--- src/rtl/enigma_uart_tx.sv ---
// rtl/enigma_uart_tx.sv - byte FIFO plus 8N1 UART serializer for the Enigma cipher output
module enigma_uart_tx #(
    parameter int CLKS_PER_BIT = 217,
    parameter int ADDR_W       = 4
) (
    input  logic              i_clock,
    input  logic              reset,
    input  logic [7:0]        i_data,
    input  logic              i_valid,
    output logic              o_tx_serial,
    output logic              o_tx_active,
    output logic              o_tx_done,
    output logic [ADDR_W:0]   o_fifo_count,
    output logic              o_full,
    output logic              o_empty,
    output logic              o_overflow
);

    localparam int DEPTH  = 1 << ADDR_W;
    localparam int BAUD_W = (CLKS_PER_BIT > 1) ? $clog2(CLKS_PER_BIT) : 1;
    localparam logic [BAUD_W-1:0] BAUD_LAST  = BAUD_W'(CLKS_PER_BIT - 1);
    localparam logic [ADDR_W:0]   COUNT_FULL = (ADDR_W + 1)'(DEPTH);

    typedef enum logic [1:0] {
        ST_IDLE,
        ST_START,
        ST_DATA,
        ST_STOP
    } tx_state_t;

    logic [7:0]        fifo_mem [DEPTH];
    logic [ADDR_W-1:0] wr_ptr;
    logic [ADDR_W-1:0] rd_ptr;
    logic [ADDR_W:0]   fifo_count;
    logic              overflow;
    logic              wr_en;
    logic              pop;

    tx_state_t         state;
    tx_state_t         state_next;
    logic [BAUD_W-1:0] baud_cnt;
    logic [BAUD_W-1:0] baud_next;
    logic [2:0]        bit_idx;
    logic [2:0]        bit_next;
    logic [7:0]        shift_reg;
    logic [7:0]        shift_next;
    logic              tx_serial;
    logic              line_next;
    logic              baud_wrap;

    // Flags come straight from the registered count, so the FSM only ever sees
    // a byte one cycle after it was written.
    assign o_full       = (fifo_count == COUNT_FULL);
    assign o_empty      = (fifo_count == '0);
    assign o_fifo_count = fifo_count;
    assign o_overflow   = overflow;
    assign wr_en        = i_valid && !o_full;
    assign baud_wrap    = (baud_cnt == BAUD_LAST);

    assign o_tx_serial  = tx_serial;
    assign o_tx_active  = (state != ST_IDLE);
    assign o_tx_done    = (state == ST_STOP) && baud_wrap;

    // Byte storage; contents are don't-care after reset because the pointers restart.
    always_ff @(posedge i_clock) begin
        if (wr_en) begin
            fifo_mem[wr_ptr] <= i_data;
        end
    end

    // FIFO pointers, occupancy and the sticky drop flag.
    always_ff @(posedge i_clock) begin
        if (reset) begin
            wr_ptr     <= '0;
            rd_ptr     <= '0;
            fifo_count <= '0;
            overflow   <= 1'b0;
        end else begin
            if (wr_en) begin
                wr_ptr <= wr_ptr + ADDR_W'(1);
            end
            if (pop) begin
                rd_ptr <= rd_ptr + ADDR_W'(1);
            end
            case ({wr_en, pop})
                2'b10:   fifo_count <= fifo_count + (ADDR_W + 1)'(1);
                2'b01:   fifo_count <= fifo_count - (ADDR_W + 1)'(1);
                default: fifo_count <= fifo_count;
            endcase
            // A write into a full FIFO is lost even if the FSM pops this cycle.
            if (i_valid && o_full) begin
                overflow <= 1'b1;
            end
        end
    end

    // Frame state register; the line is registered from the next-state decode.
    always_ff @(posedge i_clock) begin
        if (reset) begin
            state     <= ST_IDLE;
            baud_cnt  <= '0;
            bit_idx   <= '0;
            shift_reg <= '0;
            tx_serial <= 1'b1;
        end else begin
            state     <= state_next;
            baud_cnt  <= baud_next;
            bit_idx   <= bit_next;
            shift_reg <= shift_next;
            tx_serial <= line_next;
        end
    end

    // Next-state, baud/bit sequencing, FIFO pop and next line level.
    always_comb begin
        state_next = state;
        baud_next  = baud_cnt;
        bit_next   = bit_idx;
        shift_next = shift_reg;
        pop        = 1'b0;
        line_next  = 1'b1;

        case (state)
            ST_IDLE: begin
                if (!o_empty) begin
                    pop        = 1'b1;
                    shift_next = fifo_mem[rd_ptr];
                    baud_next  = '0;
                    state_next = ST_START;
                end
            end
            ST_START: begin
                if (baud_wrap) begin
                    baud_next  = '0;
                    bit_next   = '0;
                    state_next = ST_DATA;
                end else begin
                    baud_next = baud_cnt + BAUD_W'(1);
                end
            end
            ST_DATA: begin
                if (baud_wrap) begin
                    baud_next = '0;
                    if (bit_idx == 3'd7) begin
                        state_next = ST_STOP;
                    end else begin
                        bit_next = bit_idx + 3'd1;
                    end
                end else begin
                    baud_next = baud_cnt + BAUD_W'(1);
                end
            end
            ST_STOP: begin
                if (baud_wrap) begin
                    baud_next = '0;
                    // Chain straight into the next start bit when more data waits.
                    if (!o_empty) begin
                        pop        = 1'b1;
                        shift_next = fifo_mem[rd_ptr];
                        state_next = ST_START;
                    end else begin
                        state_next = ST_IDLE;
                    end
                end else begin
                    baud_next = baud_cnt + BAUD_W'(1);
                end
            end
            default: begin
                state_next = ST_IDLE;
                baud_next  = '0;
                bit_next   = '0;
            end
        endcase

        case (state_next)
            ST_START: line_next = 1'b0;
            ST_DATA:  line_next = shift_next[bit_next];
            default:  line_next = 1'b1;
        endcase
    end

endmodule
--- config.mk ---
export PLATFORM = sky130hd
export DESIGN_NAME = enigma_uart_tx
export DESIGN_NICKNAME = d
export VERILOG_FILES = /design/src/rtl/enigma_uart_tx.sv
export SDC_FILE = /design/constraint.sdc
export NUM_CORES = 1
export LEC_CHECK = 0
export BUFFER_PORTS_ARGS = -buffer_cell sky130_fd_sc_hd__buf_2
export CAP_MARGIN = 10
export CORE_MARGIN = 2
export CORE_UTILIZATION = 60
export DETAILED_ROUTE_END_ITERATION = 8
export PLACE_DENSITY = 0.77
export SKIP_LAST_GASP = 1
export SYNTH_ARGS = -nofsm -noshare
export SYNTH_HDL_FRONTEND = slang
export SYNTH_SLANG_ARGS = --single-unit
--- constraint.sdc ---
create_clock -name i_clock -period 9.3 [get_ports i_clock]
set_input_delay 0.465 -clock i_clock [delete_from_list [all_inputs] [get_ports i_clock]]
set_output_delay 0.465 -clock i_clock [all_outputs]
set_load 0.01 [all_outputs]
Word-level counts from Yosys, hierarchy flattened
Memories as Yosys holds them, arrays and structs flattened. A register that Yosys moved wholly into a read port is not among the register bits.
Cells that the tools add are included.
{"block": "op_classes", "n_lt_le_gt_ge": 1, "n_eq_ne": 11, "n_mux": 28, "n_reduce_logical": 9, "n_addsub": 6}
{"op": "8-bit two-way mux", "n": 4}
{"op": "8-bit one-hot mux with 2 select lines", "n": 2}
{"op": "2-bit two-way mux", "n": 5}
{"op": "5-bit one-hot mux with 2 select lines", "n": 1}
{"op": "3-bit two-way mux", "n": 3}
{"op": "4-bit by 1-bit adder with 4-bit output (second input constant)", "n": 2}
{"op": "8-bit by 1-bit adder with 8-bit output (second input constant)", "n": 1}
{"op": "2-bit equality test (second input constant)", "n": 4}
{"op": "8-bit equality test (second input constant)", "n": 1}
{"op": "4-bit two-way mux", "n": 2}
{"op": "2-bit one-hot mux with 4 select lines", "n": 1}
{"op": "2-bit by 1-bit equality test with 1-bit output (second input constant)", "n": 3}
{"op": "1-bit two-way mux", "n": 6}
{"op": "3-bit one-hot mux with 2 select lines", "n": 1}
{"op": "5-bit by 1-bit adder with 5-bit output (second input constant)", "n": 1}
{"op": "5-bit equality test (second input constant)", "n": 1}
{"op": "5-bit logical NOT", "n": 1}
{"op": "5-bit by 1-bit subtractor with 5-bit output (second input constant)", "n": 1}
{"op": "3-bit by 4-bit < comparator with 1-bit output (second input constant)", "n": 1}
{"op": "1-bit one-hot mux with 2 select lines", "n": 2}
{"op": "2-bit nonzero test", "n": 2}
{"op": "3-bit by 1-bit adder with 3-bit output (second input constant)", "n": 1}
{"op": "1-bit binary-select mux with 3-bit select", "n": 1}
{"op": "3-bit equality test (second input constant)", "n": 1}
{"op": "5 further kinds", "n": 7}
{"block": "totals", "n_memories": 1, "in_bits": 11, "output_inout_bits": 11, "regBits": 36, "mem_bits_rw": 128}
{"name": "fifo_mem", "words": 16, "width": 8, "rd": 1, "rd_ports_with_merged_regs": 1, "write_ports": 1, "line_no": "31", "rtl": "logic [7:0] fifo_mem [DEPTH];"}

Depth between registers and ports, before layout
Gate-level depths: netlist of run 1.
{"block": "logic_depth", "word_depth": 7, "mapped_depth": 17}

Worst setup path before layout of run 1
Ideal clock, no wire load.
{"block": "synth_timing", "kind": "register to register", "start": "register baud_cnt[0]", "end": "register fifo_count[2], in the netlist o_fifo_count[2]", "path_stages_with_launch": 15, "t_required_ns": 9.229, "n_path_buf": 2, "setup_slack_ns": 6.352, "synth_period_minus_slack_ns": 2.948, "arrival_time_ns": 2.878, "cell_sequence": "dfxtp_1 > inv_1 > ha_1 > nand4_1 > o31a_4 > nor2_4 > buf_6 > ha_1 > clkbuf_1 > xor2_1 > ha_1 > a31o_1 > xnor2_1 > or3_1 > a21oi_1"}
{"block": "synth_via", "elab_chain_cells": 5, "word_cells_on_any_way": 7}
{"item": "start, declared", "line_no": "41", "rtl": "logic [BAUD_W-1:0] baud_cnt;"}
{"item": "start signal, assigned", "line_no": "107", "rtl": "baud_cnt <= baud_next;"}
{"item": "8-bit equality test *", "line_no": "58", "rtl": "assign baud_wrap = (baud_cnt == BAUD_LAST);"}
{"item": "1-bit two-way mux *", "line_no": "154", "rtl": "if (baud_wrap) begin"}
{"item": "1-bit one-hot mux with 2 select lines *", "line_no": "123", "rtl": "case (state)"}
{"item": "net pop", "line_no": "37", "rtl": "logic pop;"}
{"item": "2-bit by 1-bit equality test with 1-bit output / 2-bit equality test (equally long branches)", "line_no": "85", "rtl": "case ({wr_en, pop})"}
{"item": "5-bit one-hot mux with 2 select lines / 2-bit nonzero test (equally long branches)"}
{"item": "end signal, assigned", "line_no": "86", "rtl": "2'b10: fifo_count <= fifo_count + (ADDR_W + 1)'(1);"}
{"item": "end signal, assigned", "line_no": "87", "rtl": "2'b01: fifo_count <= fifo_count - (ADDR_W + 1)'(1);"}
{"item": "end signal, assigned", "line_no": "88", "rtl": "default: fifo_count <= fifo_count;"}
{"item": "end, declared", "line_no": "34", "rtl": "logic [ADDR_W:0] fifo_count;"}
The timed path passes the listed nets; every way through them passes the cells marked *.
A chain may end at the register's enable or synchronous reset.

Worst setup path in the final report of run 1
{"block": "layout_timing", "start": "register state[1]", "end": "register fifo_count[2], in the netlist o_fifo_count[2]"}
{"block": "layout_via", "elab_chain_cells": 4, "word_cells_on_any_way": 7}
{"item": "start, declared", "line_no": "39", "rtl": "tx_state_t state;"}
{"item": "start signal, assigned", "line_no": "106", "rtl": "state <= state_next;"}
{"item": "2-bit equality test / 2-bit logical NOT (equally long branches)", "line_no": "123"}
{"item": "1-bit one-hot mux with 2 select lines *", "line_no": "123"}
{"item": "2-bit by 1-bit equality test with 1-bit output / 2-bit equality test (equally long branches)", "line_no": "85"}
{"item": "5-bit one-hot mux with 2 select lines / 2-bit nonzero test (equally long branches)"}
Every way passes the cells marked *; elsewhere a longest branch is shown, timed or not.

==> run metrics, run 1 <==
Worst Clk Skew 6.92 ps; Synth Cell Area slightly above 0.007 mm^2; post-DP HPWL 8830 um; CTS Hold Bufs 0; Ant. Diodes 0; CTS tree done; RSZ-0062 raised after global routing no; DRT iter0 DRCs 433; Final setup viols 0; Setup Crit Path Kind reg2reg; layout filler cell count 735; Worst EP arrival 3620 ps; DP Cell Count about 630; HP Class in2reg; fin crit share 0.352; postcts setup bufs 0; number of vias per cell ~6.3; Seq cells post-synth 168; Resized Gates After CTS 0; largest net degree at the start of global routing between 40 and 50; EDFF count, synth 128; Max Fclk 305 MHz; global-route wire length before repair around 22000 um; clk sink count 168; headroom to the max-slew limit 0.273; drt wl/cell around 21 um; crit path max fanout 12; startpoint types register; GP Congestion 0.861; synthesized area per cell 14.8 um^2; PwrDens 271 mW/mm^2; VDD IR max between 0.2 and 0.3 mV; clk_lat worst skew 420 ps; I/O pins 22; Final Max Tran Viols 0; die height 113 um; non-filler instance count after layout roughly 660; Post-Synthesis Cells 485; gr usage total 0.237; cts bufs inserted 17; Hold Vio Cnt, Final 0; I/O Buffers 21; Worst-Margin Slew ~1100 ps; synth unique cells 61; Synth-to-Final Area Change 11.2%; max_cap viols 0; critical path capture point type register; Core Region 0.0116 mm^2; clock slew at reported path FFs 60 ps; via count 4152; Overflow after GRT 0; share of cells above drive strength 1 0.191; fin crit period ~3300 ps; setup TNS 0 ps; First-pass DRT Iterations 5; Post-Syn Nets 511; utilization after layout 0.690; H-tree levels 4; Starting Density 0.621; die width 113 um; max reg flops 128; die footprint 0.0129 mm^2; Net count, final around 530; final wirelength 14200 um; ANT nets after route 0; Remaining DRCs 0; Root Buffer clkbuf_16; Placement Rows 39; Yosys warnings 0; Async S/R FF share, synth 0; Seq/Total Area, Yosys 0.647; antenna violations before repair 0; Leakage 2.68 nW; Worst EP required just under 10000 ps; CTS Buffer Depth 2; number of global-route vias before repair 4128; dominant synthesized flop cell edfxtp_1; status complete, no violations
-- synthesized netlist by cell type (all sizes together), types with 2 or more instances --
cell type	n	area (um^2)
a222oi	4	40.0
o31a	2	26.3
and2	2	12.5
nand4	5	31.3
dfxtp	40	801
a31oi	5	31.3
a31o	3	26.3
xor2	11	96.3
clkbuf	11	41.3
and4	2	17.5
nand3	4	20.0
and3	2	12.5
a21o	2	15.0
a2111oi	2	17.5
nor2	61	244
mux2i	21	223
o31ai	2	15.0
mux2	6	67.6
nor4	5	46.3
nor4b	2	32.5
a221oi	7	67.6
a22oi	13	103
nor3	10	50.1
a21oi	3	15.0
nand2b	5	31.3
o22ai	4	25.0
xnor2	7	61.3
ha	15	188
buf	13	91.3
o21ai	9	52.6
nor3b	2	15.0
nor2b	13	81.3
inv	13	48.8
edfxtp	128	3840
mux4	21	473
nand2	16	60.1
a211oi	2	15.0
-- kinds of logic (layout without fill, tap and decap cells) --
logic type | Yosys count | in the layout | share of synthesized area
adders and majority gates | 15 | 15 | 0.0261
and+or+nand+nor | 135 | 135 | 0.0988
DFF | 168 | 168 | 0.647
muxes | 48 | 48 | 0.106
xor gates and xnor gates | 18 | 18 | 0.0220
buffers and inverters | 37 | 70 | 0.0253
AOI/OAI and AO/OA | 64 | 64 | 0.0746
-- worst paths after layout --
check,from,end,slack (ps),cells past startpoint
max,state[1],o_fifo_count[2],6020,12
min,i_valid,o_overflow,290,3
max reg2reg,state[1],o_fifo_count[2],6020,12
min reg2reg,o_overflow,o_overflow,460,2
-- stage by stage --
| step | power (mW) | setup WS [ps] | area [um^2] | hold WS, ps |
|---|---|---|---|---|
| floorplan | 1.34 | 6350 | 7180 | 458 |
| global placement | 1.43 | 6270 | 7380 | 445 |
| detailed placement | 1.45 | 6090 | 7380 | 458 |
| CTS | 2.17 | 6050 | 7980 | 275 |
| global route | 2.26 | 5830 | 7980 | 321 |
| finish | 2.16 | 6020 | 7980 | 288 |
-- critical path: stages (launching register included) --
cell	delay, ps
dfxtp_1	420
inv_1	120
ha_1	430
inv_1	210
o21ai_2	120
nor2_4	290
ha_1	440
xor2_1	130
ha_1	240
a31o_1	200
xnor2_1	130
or3_1	310
a21oi_1	150
-- per-layer routing --
layer | up-vias | global-route usage | part of all wire
met3 | 16 | 0.0616 | 0.076
met5 | - | 0 | 0
met1 | 2060 | 0.315 | 0.42
met2 | 169 | 0.382 | 0.49
met4 | 0 | 0.0902 | 0.015
li1 | 1907 | - | -
-- area by class of cell --
class | count | area (um^2) | share of cell area
sequential | 168 | 4650 | 0.582
multi-input combinational | 280 | 2370 | 0.297
clock buffer | 19 | 433 | 0.0542
tap | 143 | 179 | 0.0224
clock inverter | 13 | 174 | 0.0218
timing repair buffer | 25 | 135 | 0.0169
inverter | 13 | 48.8 | 0.00611
-- cells in the final DEF, fill, tap and decap left out, types with 3 or more instances in the layout --
master,instances
a21oi_1,3
a221oi_1,6
a222oi_1,4
a22oi_1,12
a31oi_1,5
buf_2,21
buf_4,4
bufinv_16,4
clkbuf_16,17
clkinv_1,5
dfxtp_1,39
edfxtp_1,128
ha_1,15
inv_1,13
inv_6,3
mux2_2,6
mux2i_1,20
mux4_2,21
nand2_1,16
nand2b_1,5
nand3_1,4
nand4_1,5
nor2_1,59
nor2b_1,13
nor3_1,7
nor3_2,3
nor4_1,4
o21ai_0,7
o22ai_1,4
xnor2_1,7
xor2_1,11
-- where the power goes --
| group | switching (mW) | internal, mW |
|---|---|---|
| Sequential | 0.0536 | 0.865 |
| Clock | 0.271 | 0.447 |
| Combinational | 0.318 | 0.211 |
No activity file was read; power rests on OpenSTA's default activity.
==> run 2: changes to the inputs <==
==> constraint.sdc (replaced) <==
create_clock -name i_clock -period 3.1 [get_ports i_clock]
set_input_delay 0.155 -clock i_clock [delete_from_list [all_inputs] [get_ports i_clock]]
set_output_delay 0.155 -clock i_clock [all_outputs]
set_load 0.01 [all_outputs]
==> run 2 against run 1 <==
Against the previous run: cell count rose by 2.9%; clock power increased to 3.1 times the previous value; total power grew to 3.1 times the previous value; via count increased by 2.4%; critical endpoint unchanged; sequential cell count stayed put; sequential share of layout area is 1.2 points lower; critical path depth shrank 2; combinational power grew to 3.2 times the previous value; routed wire length rose by 2.6%; clock skew is 4.5 ps higher; cell area increased by 2.1%.
==> run metrics, run 2 (synthesis results as in run 1) <==
r2r startpoint o_fifo_count[2]; Worst Clk Skew 11.4 ps (+4.50 ps); layout filler cell count 740 (+0.68%); Final WS setup 222 ps (-5800 ps); Starting Density 0.621 (unchanged); clock slew at reported path FFs 60 ps (about the same); crit path max fanout 10 (-2); R2R setup slack 220 ps (-5800 ps); CTS Buffer Depth 2 (unchanged); post-DP HPWL 9280 um (+5.1%); Levels on crit path 10 (-2); status complete, no violations; Core Region 0.0116 mm^2 (unchanged); worst reg2reg path depth 10 (-2); most frequent cells in the layout edfxtp_1, nor2_1, dfxtp_1; setup TNS 0 ps (unchanged); max reg flops 128 (unchanged); DRT iter0 DRCs 470 (+8.5%); antenna violations before repair 1 (+1); worst hold path endpoint fifo_mem[15][1]; headroom to the max-slew limit 0.371 (+0.0981); CTS tree done; Slowest-stage cell, CP or4_4; global-route wire length before repair 22800 um (+2.5%); Hold Startpoint i_data[1]; final wirelength 14500 um (+2.6%); Max Fclk 348 MHz (+14%); Placement Rows 39 (unchanged); Worst EP arrival 3220 ps (-400 ps); share of cells above drive strength 1 0.222 (+0.0309); area taken by multi-input logic gates 0.00236 mm^2 (-0.53%); Setup Crit Path Kind reg2reg; cts bufs inserted 17 (unchanged); number of vias per cell 6.25 (-0.48%); startpoint types register; die footprint 0.0129 mm^2 (unchanged); Remaining DRCs 0 (unchanged); H-tree levels 4 (unchanged); VDD IR max 0.698 mV (+170%); I/O pins 22 (unchanged); Leakage 2.77 nW (+3.5%); First-pass DRT Iterations 7 (+2); critical path cell sequence or4_4 > o21ai_2 > nor2_4 > ha_2 > xor2_1 > ha_1 > a31o_1 > xnor2_1 > or3_1 > a21oi_1; postcts setup bufs 0 (unchanged); Root Buffer clkbuf_16; gr usage total 0.238 (+0.00129); drt wl/cell 21.4 um (-0.22%); CP delay by family, top simple AND/OR/NAND/NOR gates; Hold Vio Cnt, Final 0 (unchanged); GRT busiest layer met2; Reg2Reg Capture Point o_fifo_count[2]; RSZ-0062 raised after global routing no; ANT nets after route 0 (unchanged); number of global-route vias before repair 4247 (+2.9%); PwrDens 815 mW/mm^2 (+200%); worst hold path depth 1 (-2); HP Class in2reg; Net count, final 550 (+3.6%); die width 113 um (unchanged); largest net degree at the start of global routing 34 (-26%); via count 4251 (+2.4%); Final setup viols 0 (unchanged); clk_lat worst skew 430 ps (about the same); Min Hold Slack 110 ps (-178 ps); max_cap viols 0 (unchanged); GP Congestion 0.824 (-4.3%); Place WS 241 ps (-5850 ps); Worst-Margin Slew 940 ps (-147 ps); critical path capture point type register; grt met3 use 0.0547 (-0.00691); clk sink count 168 (unchanged); fin crit period 2880 ps (-400 ps); GR Layer Usage met1 0.315 (+0.000372); Worst EP required 3440 ps (-6200 ps); Overflow after GRT 0 (unchanged); commonest non-fill, non-tap cell in the layout edfxtp_1; Max stage delay on crit path 630 ps (+190 ps); routing usage on met2 0.389 (+0.00719); Synth-to-Final Area Change 13.5%; Final Max Tran Viols 0 (unchanged); die height 113 um (unchanged); register area 0.00465 mm^2 (unchanged); I/O Buffers 21 (unchanged); Crit path buffers/inverters 0 (-2); fin crit share 0.928 (+0.576)
## run 2: layer usage
layer  vias to the layer above  wire length [um]
li1                       1942                 -
met1                      2134              6140
met2                       146              7290
met3                        29               875
met4                         0               242
met5                         -                 0
## run 2: worst max-delay path by stage
stage | startpoint | end | slack (ps)
2_1_floorplan | baud_cnt[0] | o_fifo_count[2] | 150
3_3_place_gp | baud_cnt[0] | o_fifo_count[2] | 380
3_5_place_dp | baud_cnt[0] | o_fifo_count[2] | 240
4_1_cts | o_fifo_count[2] | o_fifo_count[2] | 190
5_1_grt | baud_cnt[0] | o_fifo_count[2] | 60
6_report | o_fifo_count[2] | o_fifo_count[2] | 220
## run 2: layout make-up
| class | count | share of cell area |
|---|---|---|
| inverters | 13 | 0.00599 |
| well taps | 143 | 0.0220 |
| multi-input cells | 280 | 0.289 |
| diodes | 1 | 0.000307 |
| flip-flops and latches | 168 | 0.570 |
| repair buffers | 44 | 0.0359 |
| clock buffers | 18 | 0.0527 |
| clock inverters | 13 | 0.0240 |
## run 2: stage by stage
stage / instance area (um^2) / utilization / std cells / total power, mW
2_1_floorplan: 7180 / - / 485 / 4.01
3_3_place_gp: 7510 / 0.649 / 647 / 4.35
3_5_place_dp: 7510 / 0.649 / 647 / 4.40
4_1_cts: 8140 / 0.704 / 679 / 6.63
5_1_grt: 8150 / 0.705 / 680 / 6.94
6_report: 8150 / 0.705 / 680 / 6.64
## run 2: timing repair
item | in CTS | in global routing
setup endpoints to repair | 0 | 2
endpoints found under the hold margin | 1 | 0
gates resized for setup | 0 | 1
hold buffers | 1 | 0
## run 2: power breakdown
| part | switching (mW) | internal, mW | total [mW] |
|---|---|---|---|
| clock network | 0.878 | 1.36 | 2.23 |
| registers | 0.146 | 2.59 | 2.74 |
| logic | 0.983 | 0.684 | 1.67 |
| total | 2.01 | 4.63 | 6.64 |
